[config.mk]
export PLATFORM = sky130hd
export DESIGN_NAME = fsm_state_decoder
export DESIGN_NICKNAME = d
export VERILOG_FILES = /design/src/rtl/fsm_pkg.sv /design/src/rtl/fsm_code_decode.sv /design/src/rtl/fsm_state_decoder.sv
export SDC_FILE = /design/constraint.sdc
export NUM_CORES = 1
export LEC_CHECK = 0
export ABC_AREA = 1
export BUFFER_PORTS_ARGS = -buffer_cell sky130_fd_sc_hd__buf_4
export CORE_MARGIN = 2
export CORE_UTILIZATION = 49
export CTS_CLUSTER_DIAMETER = 40
export DETAILED_ROUTE_END_ITERATION = 8
export PLACE_DENSITY = 0.71
export SLEW_MARGIN = 20
export SYNTH_ARGS = -nofsm -noshare
export SYNTH_HDL_FRONTEND = slang
export SYNTH_SLANG_ARGS = --single-unit
[constraint.sdc]
create_clock -name clk -period 1.7 [get_ports clk]
set_input_delay 0.17 -clock clk [delete_from_list [all_inputs] [get_ports clk]]
set_output_delay 0.17 -clock clk [all_outputs]
set_load 0.005 [all_outputs]
[src/rtl/fsm_pkg.sv]
// Shared types for the 4-state FSM encoders and the receive-side decoder:
// encoding selector, state index, lock-state enum and the reference codeword mapping.
package fsm_pkg;

  typedef enum logic [1:0] {
    ENC_BINARY     = 2'd0,
    ENC_ONEHOT     = 2'd1,
    ENC_ONEHOT_REV = 2'd2
  } enc_t;

  localparam int NUM_STATES = 4;

  typedef logic [1:0] state_idx_t;

  typedef enum logic [1:0] {
    UNLOCKED = 2'd0,
    ACQUIRE  = 2'd1,
    LOCKED   = 2'd2
  } lock_state_t;

  // Codeword an encoder emits for state idx; the decoder inverts this same mapping.
  function automatic logic [3:0] encode_state(input state_idx_t idx, input enc_t enc);
    logic [3:0] code;
    case (enc)
      ENC_BINARY:     code = {2'b00, idx};
      ENC_ONEHOT:     code = 4'b0001 << idx;
      ENC_ONEHOT_REV: code = 4'b1000 >> idx;
      default:        code = 4'b0000;
    endcase
    return code;
  endfunction

endpackage

[src/rtl/fsm_code_decode.sv]
// Combinational codeword decoder: a code is legal only if it matches the
// codeword of exactly one state for the selected encoding.
module fsm_code_decode
  import fsm_pkg::*;
#(
  parameter int ENCODING = 0
) (
  input  logic [3:0] code_i,
  output logic       legal_o,
  output state_idx_t idx_o
);

  localparam enc_t ENC = enc_t'(ENCODING);

  logic hit_s;

  // Match the code against every state's codeword; codewords are distinct so at most one hits.
  always_comb begin
    legal_o = 1'b0;
    idx_o   = 2'd0;
    hit_s   = 1'b0;
    for (int i = 0; i < NUM_STATES; i++) begin
      hit_s   = (code_i == encode_state(state_idx_t'(i), ENC));
      legal_o = legal_o | hit_s;
      idx_o   = hit_s ? state_idx_t'(i) : idx_o;
    end
  end

endmodule

[src/rtl/fsm_state_decoder.sv]
// Receive-side checker for the 4-state FSM encoders: decodes the state index,
// recovers the 'in' bit, flags illegal codes / transitions, tracks lock, counts errors.
module fsm_state_decoder
  import fsm_pkg::*;
#(
  parameter int ENCODING   = 0,
  parameter int LOCK_COUNT = 2,
  parameter int ERR_CNT_W  = 8
) (
  input  logic                 clk,
  input  logic                 reset,
  input  logic                 en,
  input  logic [3:0]           code,
  output logic [1:0]           state_idx,
  output logic                 idx_valid,
  output logic                 in_recovered,
  output logic                 in_valid,
  output logic                 illegal_code,
  output logic                 bad_transition,
  output logic                 locked,
  output logic [ERR_CNT_W-1:0] err_count
);

  localparam logic [ERR_CNT_W-1:0] ERR_MAX = {ERR_CNT_W{1'b1}};
  localparam logic [ERR_CNT_W-1:0] ERR_ONE = {{(ERR_CNT_W-1){1'b0}}, 1'b1};
  localparam logic [3:0]           LOCK_N  = 4'(LOCK_COUNT);

  logic        legal_s;
  state_idx_t  dec_idx_s;
  logic        hold_s;
  logic        adv_s;
  logic        bad_s;
  logic        err_s;

  state_idx_t             state_idx_q;
  state_idx_t             prev_q;
  logic                   prev_valid_q;
  logic                   idx_valid_q;
  logic                   in_rec_q;
  logic                   in_valid_q;
  logic                   illegal_q;
  logic                   bad_q;
  logic                   locked_q;
  logic [ERR_CNT_W-1:0]   err_count_q;
  lock_state_t            lock_q;
  logic [3:0]             consec_q;

  fsm_code_decode #(.ENCODING(ENCODING)) u_code_decode (
    .code_i  (code),
    .legal_o (legal_s),
    .idx_o   (dec_idx_s)
  );

  // Classify the sample against the previous legal state; only meaningful when prev is valid.
  always_comb begin
    hold_s = legal_s && prev_valid_q && (dec_idx_s == prev_q);
    adv_s  = legal_s && prev_valid_q && (dec_idx_s == state_idx_t'(prev_q + 2'd1));
    bad_s  = legal_s && prev_valid_q && !hold_s && !adv_s;
    err_s  = !legal_s || bad_s;
  end

  // Sample register, transition result pulses, saturating error counter and lock FSM.
  always_ff @(posedge clk) begin
    if (reset) begin
      state_idx_q  <= 2'd0;
      prev_q       <= 2'd0;
      prev_valid_q <= 1'b0;
      idx_valid_q  <= 1'b0;
      in_rec_q     <= 1'b0;
      in_valid_q   <= 1'b0;
      illegal_q    <= 1'b0;
      bad_q        <= 1'b0;
      locked_q     <= 1'b0;
      err_count_q  <= '0;
      lock_q       <= UNLOCKED;
      consec_q     <= 4'd0;
    end else if (en) begin
      idx_valid_q <= legal_s;
      illegal_q   <= !legal_s;
      bad_q       <= bad_s;
      in_valid_q  <= hold_s || adv_s;
      in_rec_q    <= adv_s;
      if (legal_s) begin
        state_idx_q  <= dec_idx_s;
        prev_q       <= dec_idx_s;
        prev_valid_q <= 1'b1;
      end else begin
        prev_valid_q <= 1'b0;
      end
      if (err_s && (err_count_q != ERR_MAX)) begin
        err_count_q <= err_count_q + ERR_ONE;
      end else begin
        err_count_q <= err_count_q;
      end
      case (lock_q)
        UNLOCKED: begin
          locked_q <= 1'b0;
          if (!err_s) begin
            lock_q   <= ACQUIRE;
            consec_q <= 4'd0;
          end else begin
            lock_q <= UNLOCKED;
          end
        end
        ACQUIRE: begin
          if (err_s) begin
            lock_q   <= UNLOCKED;
            consec_q <= 4'd0;
            locked_q <= 1'b0;
          end else if (hold_s || adv_s) begin
            consec_q <= consec_q + 4'd1;
            lock_q   <= ((consec_q + 4'd1) == LOCK_N) ? LOCKED : ACQUIRE;
            locked_q <= ((consec_q + 4'd1) == LOCK_N);
          end else begin
            lock_q <= ACQUIRE;
          end
        end
        LOCKED: begin
          // locked drops on the same edge the error pulse is registered.
          if (err_s) begin
            lock_q   <= UNLOCKED;
            consec_q <= 4'd0;
            locked_q <= 1'b0;
          end else begin
            lock_q   <= LOCKED;
            locked_q <= 1'b1;
          end
        end
        default: begin
          lock_q   <= UNLOCKED;
          consec_q <= 4'd0;
          locked_q <= 1'b0;
        end
      endcase
    end else begin
      idx_valid_q <= 1'b0;
      illegal_q   <= 1'b0;
      bad_q       <= 1'b0;
      in_valid_q  <= 1'b0;
      in_rec_q    <= 1'b0;
    end
  end

  assign state_idx      = state_idx_q;
  assign idx_valid      = idx_valid_q;
  assign in_recovered   = in_rec_q;
  assign in_valid       = in_valid_q;
  assign illegal_code   = illegal_q;
  assign bad_transition = bad_q;
  assign locked         = locked_q;
  assign err_count      = err_count_q;

endmodule

-- Yosys cells after proc, flatten, opt, wreduce, memory -nomap -nowiden
Cells that the tools add are included.
- output and inout bits: 16
- bits in registers: 23
- eq/ne operators: 12
- multiplexer cells: 19
- reduce and logical (&&, ||, !) cells: 18
- bitwise gates (word level): 4
- $add $sub $neg: 3
- operator list (operator ; number):
    2-to-1 mux 4 bit ; 4
    == test 4 x 2 -> 1 bit, second input constant ; 3
    2-to-1 mux 2 bit ; 6
    one-hot mux 4 bit (3 select lines) ; 1
    adder 8 x 1 -> 8 bit, second input constant ; 1
    inequality test 8 bit, second input constant ; 1
    logical AND 1 bit ; 6
    2-to-1 mux 1 bit ; 6
    one-hot mux 2 bit (3 select lines) ; 1
    AND reduction 2 bit ; 3
    adder 4 x 1 -> 4 bit, second input constant ; 1
    == test 2 bit ; 2
    == test 4 x 1 -> 1 bit, second input constant ; 1
    logical NOT 4 bit ; 1
    inequality test 2 bit, second input constant ; 2
    AND reduction 4 bit ; 1
    logical NOT 1 bit ; 3
    inequality test 3 bit, second input constant ; 1
    OR 1 bit ; 3
    adder 2 x 1 -> 2 bit, second input constant ; 1
    == test 2 x 1 -> 1 bit, second input constant ; 1
    == test 2 bit, second input constant ; 1
    logical NOT 2 bit ; 1
    logical OR 1 bit ; 2
    other kinds (3) ; 3

-- Depth between registers and ports, before layout
- word-level depth: 12
- gate-level depth with buffers: 12

-- By module
Synthesis repeated with hierarchy kept, for this count alone.
- cells, all modules: 187
- area total of the unflattened synthesis: 1343.8 sq um
- by module, submodules not included (module ; instances ; area an instance (sq um) ; cells each):
    fsm_state_decoder ; 1 ; 1311.3 ; 179
    fsm_code_decode ; 1 ; 32.5 ; 8

-- Least setup slack after synthesis
OpenSTA, ideal clock, no wires.
- path type: register to register
- start point: register err_count_q[0] (netlist: err_count[0])
- end point: register err_count_q[4] (netlist: err_count[4])
- clock period less this slack: 1.520 ns
- setup slack: 0.180 ns
- arrival time: 1.402 ns
- cell stages (with the launch flop): 10
- data required time: 1.582 ns
- path through: dfxtp_1 -> ha_1 -> nand2_1 -> inv_1 -> nand4_1 -> inv_1 -> a31oi_2 -> nand2_2 -> nor3_1 -> nor2_1
- longest elaborated chain between the ends: 3
- RTL lines (what ; line ; text):
    start, declared ; fsm_state_decoder.sv:44 ; logic [ERR_CNT_W-1:0] err_count_q;
    start signal, assigned ; fsm_state_decoder.sv:91 ; err_count_q <= err_count_q + ERR_ONE;
    start signal, assigned ; fsm_state_decoder.sv:93 ; err_count_q <= err_count_q;
    branches (longest 3 deep; another with adder 8 x 1 -> 8 bit) ; n/a ;
Parallel ways; which one is timed is not known.
A chain may end at the register's enable or synchronous reset.

-- Final worst setup path
Same ends and word-level chain as after synthesis.

==> impl_metrics.ini <==
[synthesis]
syn_nets = 199
synth_compound_area_frac = 0.0908
synthMuxAreaShare = 0
synth_edf_count = 0
ys.warnings.count = 0
ys_ff_latch = 23
synth_top_family_by_area = simple AND/OR/NAND/NOR gates
yosys.area_share.simple = 0.349
synth.avg_cell_area_um2 = 7.22
netlist_area_mm2 = 0.00134
ys_dominant_reg_cell = dfxtp_1
synth_cells = 185
synth.yosys.seq_area_share = 0.345
synth_fa_ha_area_frac = 0.0655
synth.distinct_cells = 27
synth_xor_area_frac = 0.0459
synthArstFlopShare = 0

[setup_path]
critPathArrivalTime_ps = 1750
crit_fanout = 10
cp_slowest_cell = dfxtp_1
r2r-start = err_count[0]
worst_path_dominant_cell_family = simple AND/OR/NAND/NOR gates
timing.critical_path.from = err_count[0]
crit_buf_inv = 2
slowest_delay_ps = 360
crit_path_frequent_cell = inv_1
worst-setup-path-type = reg2reg
worstSetupEndpointType = register
worstPathRequired_ps = 1910
start_kind = register
crit_chain = ha_1 -> nand2_1 -> inv_1 -> nand4_1 -> inv_1 -> a31oi_2 -> nand2_2 -> nor3_1 -> nor2_1

[cells_and_area]
mostFrequentLayoutCell = nand2_1
layout-drive-gt1-share = 0.214
synthToLayoutAreaGrowth_pct = 18.2
diodes = 0
finalNetCount = 225
num-fill-cells = 233
final_cell_mix = nand2_1, inv_1, buf_4, dfxtp_1, nand3_1

[cts]
clk_pin_slew_ps = 120
cts_made_buffers = 3
cts_tree = yes
clockRootBuffer = clkbuf_4
cts.htree.levels = 1
cts_sinks = 23
cts_buffer_depth = 2
clock_latency_ps = 300

[power_and_ir_drop]
combPwrFrac = 0.154
p_per_area_mw_per_mm2 = 611
ir_drop_uv = 483
switchingPower_w = 0.000267
seq_power_share = 0.587
leakagePower_nw = 0.734
clkPwrFrac = 0.259
intPower_w = 0.000698
swShare = 0.277

[sta]
timing.hold.ws_ps = 123
worst_pin_slew_ps = 328
relSlewSlack = 0.780
fin_crit_ps = 1540
min_period_over_period = 0.905
finalSetupViolCount = 0
fin_setup_tns_ps = 0
layout_setup_ws_ps = 162
drv_slew = 0
max_freq_mhz = 650
rsz0062_at_grt = false
finalHoldViolCount = 0
skew_ps = 1.02

[route]
via_per_inst = 5.08
routed_wl_um = 2690
wl_per_cell_um = 11.2
remaining_drc_errors = 0
ant_nets = 0
drt_iter0_drc = 21
dr.pass1.iters = 4
dr_total_vias = 1220

[die]
rows = 18
die_area_mm2 = 0.00316
initial_core_util = 0.530
boundaryPins = 23
die_x_um = 56.2
fp.dieH_um = 56.2
core-area_mm2 = 0.00252

[grt]
grt_pass1_wl_um = 4400
antenna_found_initial = 0
grt_pass1_vias = 1104
overflow = 0
grt_start_max_net_pins = 15
track_usage = 0.172

[job]
max_cap_viol_count = 0

[worst_hold_path]
worstHoldPathType = in2reg
hold_start = reset

[placement]
dp_hpwl_um = 2080
place_worst_setup_slack_ps = -48.2
port_buffers = 22
gp_congestion = 0.869

[status]
outcome = finished, final reports clean
[cells in the mapped netlist (3+ instances only)]
library cell	instances	share of area
o21ai_0	4	0.015
nand3_2	3	0.022
nand4_1	4	0.019
xor2_1	5	0.033
nand3_1	20	0.075
nand2_1	38	0.11
dfxtp_1	23	0.34
a21oi_1	9	0.034
nor2_1	19	0.053
inv_1	30	0.084
nand2_2	4	0.019
ha_1	7	0.066
[worst paths after layout]
| check | cells after the start | slack (ps) | end |
|---|---|---|---|
| max | 9 | 160 | err_count[4] |
| min | 2 | 120 | locked |
| max reg2reg | 9 | 160 | err_count[4] |
| min reg2reg | 2 | 510 | locked |
[final cells by class]
type	instances	area (um2)	area share
Multi-Input combinational cell	129	753	0.477
Sequential cell	23	468	0.296
Timing Repair Buffer	24	180	0.114
Inverter	30	113	0.0713
Tap cell	30	37.5	0.0238
Clock buffer	3	22.5	0.0143
Clock inverter	1	5.00	0.00317
[power groups by stage]
stage	logic (W)	registers, W	clock network, W
floorplan	0.000100	0.000578	0
global placement	0.000141	0.000580	0
detailed placement	0.000144	0.000580	0
CTS	0.000145	0.000569	0.000266
global route	0.000169	0.000569	0.000280
finish	0.000149	0.000566	0.000250
[sequential cells by signal, summed over array words and instances (netlist names)]
signal and cells:
in_recovered 1, bad_transition 1, err_count 8, locked 1, illegal_code 1, lock_q 2
idx_valid 1, consec_q 4, prev_q 2, in_valid 1, prev_valid_q 1
[stage by stage]
stage | util | power [W] | std cells | instance area, um2
after floorplan | - | 0.000679 | 185 | 1340
after global placement | 0.606 | 0.000720 | 236 | 1530
after detailed placement | 0.606 | 0.000725 | 236 | 1530
after CTS | 0.617 | 0.000979 | 240 | 1560
after global routing | 0.626 | 0.00102 | 240 | 1580
final | 0.626 | 0.000965 | 240 | 1580
[per-layer routing]
metal | track usage | wire [um] | vias to the layer above
met5 | 0 | 0 | -
li1 | - | - | 641
met3 | 0.0256 | 100 | 2
met1 | 0.193 | 1160 | 558
met4 | 0.0680 | 13 | 0
met2 | 0.321 | 1410 | 19
[logic make-up (layout without fill, tap and decap cells)]
logic type,Yosys count,after routing
AND/OR/NAND/NOR,96,96
buffers and inverters,33,58
flip-flops,23,23
AO/OA/AOI/OAI,19,19
adder cells (fa/ha/maj),7,7
XOR/XNOR,7,7
[timing repair]
action,CTS,global route
gates resized for setup,0,6
setup endpoints to repair,0,12
hold buffers,0,0
setup buffers,0,0
(Power assumes the default switching activity.)
